$ cat src/rtl/can_if_array.sv
// N-channel CAN interface fabric between the OPB register bus and the CAN cores.
// Decodes per-channel strobes, registers read data and adds mode, RX sync and stuck-dominant control.
module can_if_array #(
    parameter int NUM_CH       = 4,
    parameter int CH_SEL_LSB   = 12,
    parameter int STUCK_CYCLES = 4096
) (
    input  logic                  OPB_CLK,
    input  logic                  OPB_RST,
    input  logic [15:0]           OPB_ADDR,
    input  logic [31:0]           OPB_DI,
    input  logic                  CAN_RE,
    input  logic                  CAN_WE,
    output logic [31:0]           OPB_DO,
    output logic [NUM_CH-1:0]     CH_RE,
    output logic [NUM_CH-1:0]     CH_WE,
    input  logic [32*NUM_CH-1:0]  CH_DO,
    input  logic [NUM_CH-1:0]     CORE_TX,
    output logic [NUM_CH-1:0]     CORE_RX,
    output logic [NUM_CH-1:0]     CAN_TX,
    input  logic [NUM_CH-1:0]     CAN_RX
);

    localparam int              CW      = $clog2(STUCK_CYCLES + 1);
    localparam logic [CW-1:0]   CNT_MAX = CW'(STUCK_CYCLES);
    localparam logic [CW-1:0]   CNT_PRE = CW'(STUCK_CYCLES - 1);
    localparam logic [CW-1:0]   CNT_ONE = CW'(1);
    localparam logic [3:0]      SEL_CTL = 4'hF;
    localparam logic [3:0]      SEL_NCH = 4'(NUM_CH);
    localparam logic [31:0]     ID_WORD = {8'hCA, 8'h01, 8'h00, 8'(NUM_CH)};

    typedef enum logic [1:0] {
        MODE_NORMAL = 2'b00,
        MODE_LOOP   = 2'b01,
        MODE_LISTEN = 2'b10,
        MODE_OFF    = 2'b11
    } mode_e;

    logic [3:0]          w_sel;
    logic [1:0]          w_ofs;
    logic                w_chHit;
    logic                w_ctlHit;
    logic                w_ctrlWr;
    logic                w_statWr;
    logic                w_decErr;
    logic [31:0]         w_rdData;
    logic [31:0]         w_status;
    logic [31:0]         w_ctrlWord;
    logic [NUM_CH-1:0]   w_actSet;
    logic [NUM_CH-1:0]   w_actClr;
    logic [NUM_CH-1:0]   w_stuckSet;
    logic [NUM_CH-1:0]   w_stuckClr;
    logic                w_unused;

    logic [31:0]         r_opbDo;
    logic [2*NUM_CH-1:0] r_ctrl;
    logic                r_decErr;
    logic [NUM_CH-1:0]   r_rxMeta;
    logic [NUM_CH-1:0]   r_rxs;
    logic [NUM_CH-1:0]   r_rxsPrev;
    logic [NUM_CH-1:0]   r_act;
    logic [NUM_CH-1:0]   r_stuck;
    logic [CW-1:0]       r_cnt [NUM_CH];

    assign w_sel    = OPB_ADDR[CH_SEL_LSB+3:CH_SEL_LSB];
    assign w_ofs    = OPB_ADDR[3:2];
    assign w_chHit  = (w_sel < SEL_NCH);
    assign w_ctlHit = (w_sel == SEL_CTL);
    assign w_ctrlWr = CAN_WE & w_ctlHit & (w_ofs == 2'd0);
    assign w_statWr = CAN_WE & w_ctlHit & (w_ofs == 2'd1);
    assign w_decErr = (CAN_RE | CAN_WE) & ~w_chHit & ~w_ctlHit;
    assign OPB_DO   = r_opbDo;

    // Address and data bits outside the decode fields are only meaningful to the cores.
    assign w_unused = ^{OPB_ADDR, OPB_DI};

    assign w_actSet   = r_rxsPrev & ~r_rxs;
    assign w_actClr   = {NUM_CH{w_statWr}} & OPB_DI[8 +: NUM_CH];
    assign w_stuckClr = {NUM_CH{w_statWr}} & OPB_DI[NUM_CH-1:0];

    always_comb begin
        CH_RE = '0;
        CH_WE = '0;
        for (int i = 0; i < NUM_CH; i++) begin
            if ((w_sel == 4'(i)) && !OPB_RST) begin
                CH_RE[i] = CAN_RE;
                CH_WE[i] = CAN_WE;
            end
        end
    end

    always_comb begin
        w_status                = '0;
        w_status[NUM_CH-1:0]    = r_stuck;
        w_status[8 +: NUM_CH]   = r_act;
        w_status[31]            = r_decErr;
        w_ctrlWord              = '0;
        w_ctrlWord[2*NUM_CH-1:0] = r_ctrl;
    end

    always_comb begin
        w_rdData = '0;
        if (w_ctlHit) begin
            case (w_ofs)
                2'd0:    w_rdData = w_ctrlWord;
                2'd1:    w_rdData = w_status;
                2'd2:    w_rdData = ID_WORD;
                default: w_rdData = '0;
            endcase
        end else begin
            for (int i = 0; i < NUM_CH; i++) begin
                if (w_sel == 4'(i)) w_rdData = CH_DO[32*i +: 32];
            end
        end
    end

    // Only the increment that lands on the threshold sets the flag, so a saturated counter cannot block a clear.
    always_comb begin
        w_stuckSet = '0;
        for (int i = 0; i < NUM_CH; i++) begin
            w_stuckSet[i] = ~r_rxs[i] && (r_cnt[i] == CNT_PRE);
        end
    end

    always_comb begin
        CORE_RX = '1;
        CAN_TX  = '1;
        for (int i = 0; i < NUM_CH; i++) begin
            case (mode_e'(r_ctrl[2*i +: 2]))
                MODE_NORMAL: begin
                    CORE_RX[i] = r_rxs[i];
                    CAN_TX[i]  = CORE_TX[i];
                end
                MODE_LOOP:   CORE_RX[i] = CORE_TX[i];
                MODE_LISTEN: CORE_RX[i] = r_rxs[i] & CORE_TX[i];
                default:     ;
            endcase
            if (r_stuck[i]) CAN_TX[i] = 1'b1;
        end
    end

    always_ff @(posedge OPB_CLK) begin
        if (OPB_RST) begin
            r_opbDo   <= '0;
            r_ctrl    <= '0;
            r_decErr  <= 1'b0;
            r_rxMeta  <= '1;
            r_rxs     <= '1;
            r_rxsPrev <= '1;
            r_act     <= '0;
            r_stuck   <= '0;
            for (int i = 0; i < NUM_CH; i++) r_cnt[i] <= '0;
        end else begin
            if (CAN_RE) r_opbDo <= w_rdData;
            if (w_ctrlWr) r_ctrl <= OPB_DI[2*NUM_CH-1:0];
            r_rxMeta  <= CAN_RX;
            r_rxs     <= r_rxMeta;
            r_rxsPrev <= r_rxs;
            r_decErr  <= w_decErr | (r_decErr & ~(w_statWr & OPB_DI[31]));
            r_act     <= w_actSet | (r_act & ~w_actClr);
            r_stuck   <= w_stuckSet | (r_stuck & ~w_stuckClr);
            for (int i = 0; i < NUM_CH; i++) begin
                if (r_rxs[i] || w_stuckClr[i]) r_cnt[i] <= '0;
                else if (r_cnt[i] != CNT_MAX) r_cnt[i] <= r_cnt[i] + CNT_ONE;
            end
        end
    end

endmodule

$ cat config.mk
export PLATFORM = sky130hd
export DESIGN_NAME = can_if_array
export DESIGN_NICKNAME = d
export VERILOG_FILES = /design/src/rtl/can_if_array.sv
export SDC_FILE = /design/constraint.sdc
export NUM_CORES = 1
export LEC_CHECK = 0
export ABC_AREA = 1
export CAP_MARGIN = 15
export CORE_ASPECT_RATIO = 0.9
export CORE_UTILIZATION = 45
export DETAILED_ROUTE_END_ITERATION = 7
export PLACE_DENSITY = 0.8
export RECOVER_POWER = 50
export SLEW_MARGIN = 30
export SYNTH_ARGS = -nofsm -noshare
export SYNTH_HDL_FRONTEND = slang
export SYNTH_SLANG_ARGS = --single-unit
$ cat constraint.sdc
create_clock -name OPB_CLK -period 2.4 [get_ports OPB_CLK]
set_clock_uncertainty 0.1 [all_clocks]
set_input_delay 0.48 -clock OPB_CLK [delete_from_list [all_inputs] [get_ports OPB_CLK]]
set_output_delay 0.48 -clock OPB_CLK [all_outputs]
set_load 0.005 [all_outputs]
==> flow_metrics.tcl <==
set metrics [dict create \
    timing.critical_path.to_type "primary output" \
    tightest_slew_ns 0.790 \
    critPathSlowestCell "sky130_fd_sc_hd__clkdlybuf4s50_1" \
    post_synth_instance_area_um2 6620 \
    synth-async-reset-ratio_pct 0 \
    critPathMostFrequentCell "sky130_fd_sc_hd__clkdlybuf4s50_1" \
    grt_pass1_vias 6645 \
    post-route-worst-setup-slack_ns 0.0610 \
    ys_seq_elements 113 \
    worst_vdd_rail_ir_drop_mv 0.557 \
    crit_family "buffers and inverters" \
    grt.overflow.total 0 \
    placement.setup.worst_slack_ns -0.348 \
    area.growth.synth_to_final_pct 46.2 \
    average_wire_length_per_cell_after_detail_routing_um 15.5 \
    crit_path_cell_trace "clkdlybuf4s50_1, a21oi_1, a21oi_2, clkdlybuf4s50_1" \
    timing.critical_path.arrival_ns 1.76 \
    pwr-share-seq_pct 39.8 \
    max_stage_delay_ns 0.52 \
    die_height_um 117 \
    totalNegativeSetupSlack_ns 0 \
    critical_path_required_ns 1.82 \
    vias 7039 \
    postRouteWirelength_mm 21.1 \
    postSynthNetCount 1121 \
    post_drt_via_cell_ratio 5.18 \
    hpwlAfterDp_mm 16.1 \
    grt.total_usage_pct 28.9 \
    die_x_um 130 \
    violation_count_after_the_first_detailed_routing_iteration 642 \
    run_status "completed" \
    unrepaired_setup_endpoints_after_global_routing "false" \
    diodes_inserted 0 \
    min_period_ns 2.34 \
    crit_buf_inv 2 \
    placement.io_buffers 206 \
    cts_made_buffers 17 \
    timing.final.max_slew_violations 0 \
    ys_warn_count 0 \
    slew_headroom_pct 47.3 \
    post_synth.cell_area_avg_um2 7.15 \
    top_flip_flop_cell_by_instance_count_after_synthesis "sky130_fd_sc_hd__dfxtp_1" \
    static-leakage-power_nw 3.78 \
    switching_share_pct 22.7 \
    power_switching_w 0.00117 \
    timing.final.setup_violations 0 \
    timing.setup.critical_path_class "primary input to primary output" \
    post_synth_inst_count 925 \
    min-delay-path-class "flop to flop" \
    clockBufferDepth 2 \
    powerDensity_nw_per_um2 535 \
    final_hold_viol_count 0 \
    holdBufCountCts 0 \
    path_max_fanout 2 \
    boundaryPins 236 \
    design.die.area_um2 15200 \
    share_comb_of_total_power_pct 12.4 \
    final_antenna_net_count 0 \
    floorplan.initialDensity_pct 46.6 \
    design.final.nets 1350 \
    fin_crit_sh_pct 97.5 \
    grt_start_max_net_pins 91 \
    synth_edf_count 52 \
    clock_sink_count 113 \
    drt_pass1_iterations 5 \
    finish.instance_area_um2 9670 \
    cts_tree "done" \
    placeableCoreArea_um2 14200 \
    insertion_delay_ns 0.42 \
    clock.fmax_ghz 0.428 \
    antenna_found_initial 0 \
    ys_seq_area_share_pct 42.1 \
    clk_root_buffer_cell "sky130_fd_sc_hd__clkbuf_16" \
    yosys.cell_types.count 26 \
    clkSlewWorstSetupHoldPaths_ns 0.05 \
    pwr-share-clk_pct 47.8 \
    drive_gt1_share_pct 9.25 \
    grt_pass1_wl_mm 33.1 \
    place_congestion 0.926 \
    drt_drc_violations_left 0 \
    cts_htree_levels 4 \
    placement_rows 41 \
    place_area_um2 9050 \
    hold_ws_ns 0.310 \
    setup.worst_path.start_class "primary input" \
    internal_power_w 0.00400 \
    cap_viol_max_count 0 \
]
## synth_stat cells, drive strengths merged (5+ instances only)
cell type,n,area [µm²]
nand2,177,677
nand3,159,821
nor2,129,504
inv,97,364
dfxtp,61,1220
a21oi,58,290
edfxtp,52,1560
o21ai,42,210
nand4,33,206
nor3,29,145
buf,23,134
xor2,22,193
clkbuf,19,71.3
or2,10,65.1
ha,8,100
xnor2,5,43.8
## power groups by stage
stage	clock network, W	logic [W]	registers, W
global route	0.00258	0.000695	0.00206
detailed placement	0	0.000636	0.00210
finish	0.00247	0.000643	0.00206
global placement	0	0.000632	0.00209
CTS	0.00249	0.000646	0.00206
floorplan	0	0.000218	0.00209
## per-stage QoR
stage | util [%] | power, W | cells
2_1_floorplan | - | 0.00231 | 925
3_3_place_gp | 63.7 | 0.00273 | 1321
3_5_place_dp | 63.7 | 0.00273 | 1321
4_1_cts | 68.1 | 0.00520 | 1358
5_1_grt | 68.0 | 0.00533 | 1360
6_report | 68.0 | 0.00517 | 1360
## per-layer routing
metal	up-vias	GRT usage, %	wire [µm]
li1	3538	-	-
met1	3251	36.2	8970
met2	219	48.8	10100
met3	31	7.27	1620
met4	0	10.0	448
met5	-	0	0
## cell families (layout without fill, tap and decap cells)
logic type / after synthesis / after routing / synth area share (%)
simple gates: 537 / 537 / 36.6
buf+inv: 139 / 381 / 8.61
flops: 113 / 113 / 42.1
compound gates: 101 / 101 / 7.68
xor+xnor: 27 / 27 / 3.57
fa+ha+maj: 8 / 8 / 1.51
## registers in the layout (all words and copies together) (netlist names)
signal / count
r_rxMeta: 4
r_cnt: 52
r_ctrl: 8
r_act: 4
OPB_DO: 32
r_rxsPrev: 4
r_stuck: 4
r_rxs: 4
r_decErr: 1
## worst paths after layout
check        depth (start not counted)         from  slack, ns          end
max reg2reg                          7  r_cnt[0][0]       0.62  r_cnt[0][8]
max                                  4   CORE_TX[1]       0.06   CORE_RX[1]
min reg2reg                          1  r_rxMeta[2]       0.31     r_rxs[2]
min                                  1  r_rxMeta[2]       0.31     r_rxs[2]
## final cells by class
class	count	area, µm²
Timing Repair Buffer	252	2410
Inverter	97	364
Clock buffer	24	514
Fill cell	1185	4540
Sequential cell	113	2780
Tap cell	193	241
Multi-Input combinational cell	673	3280
Clock inverter	8	75.1
## cells in the final DEF, fill, tap and decap left out, types with 8 or more instances in the layout
master,n
sky130_fd_sc_hd__a21oi_1,57
sky130_fd_sc_hd__buf_4,36
sky130_fd_sc_hd__clkbuf_16,19
sky130_fd_sc_hd__clkdlybuf4s50_1,162
sky130_fd_sc_hd__dfxtp_1,61
sky130_fd_sc_hd__dlygate4sd2_1,9
sky130_fd_sc_hd__dlygate4sd3_1,32
sky130_fd_sc_hd__edfxtp_1,52
sky130_fd_sc_hd__ha_1,8
sky130_fd_sc_hd__inv_1,94
sky130_fd_sc_hd__nand2_1,172
sky130_fd_sc_hd__nand3_1,154
sky130_fd_sc_hd__nand4_1,33
sky130_fd_sc_hd__nor2_1,123
sky130_fd_sc_hd__nor3_1,27
sky130_fd_sc_hd__o21ai_0,32
sky130_fd_sc_hd__o21ai_1,10
sky130_fd_sc_hd__or2_2,9
sky130_fd_sc_hd__xor2_1,22
## what timing repair did
item                                    4_1_cts  5_1_grt
pin swaps                                     1        1
hold endpoints to repair                      0        0
buffers inserted                              5        2
resized for setup                            22        1
endpoints found under the setup margin        9        4
Note: power is estimated with default switching activity, not from simulation.
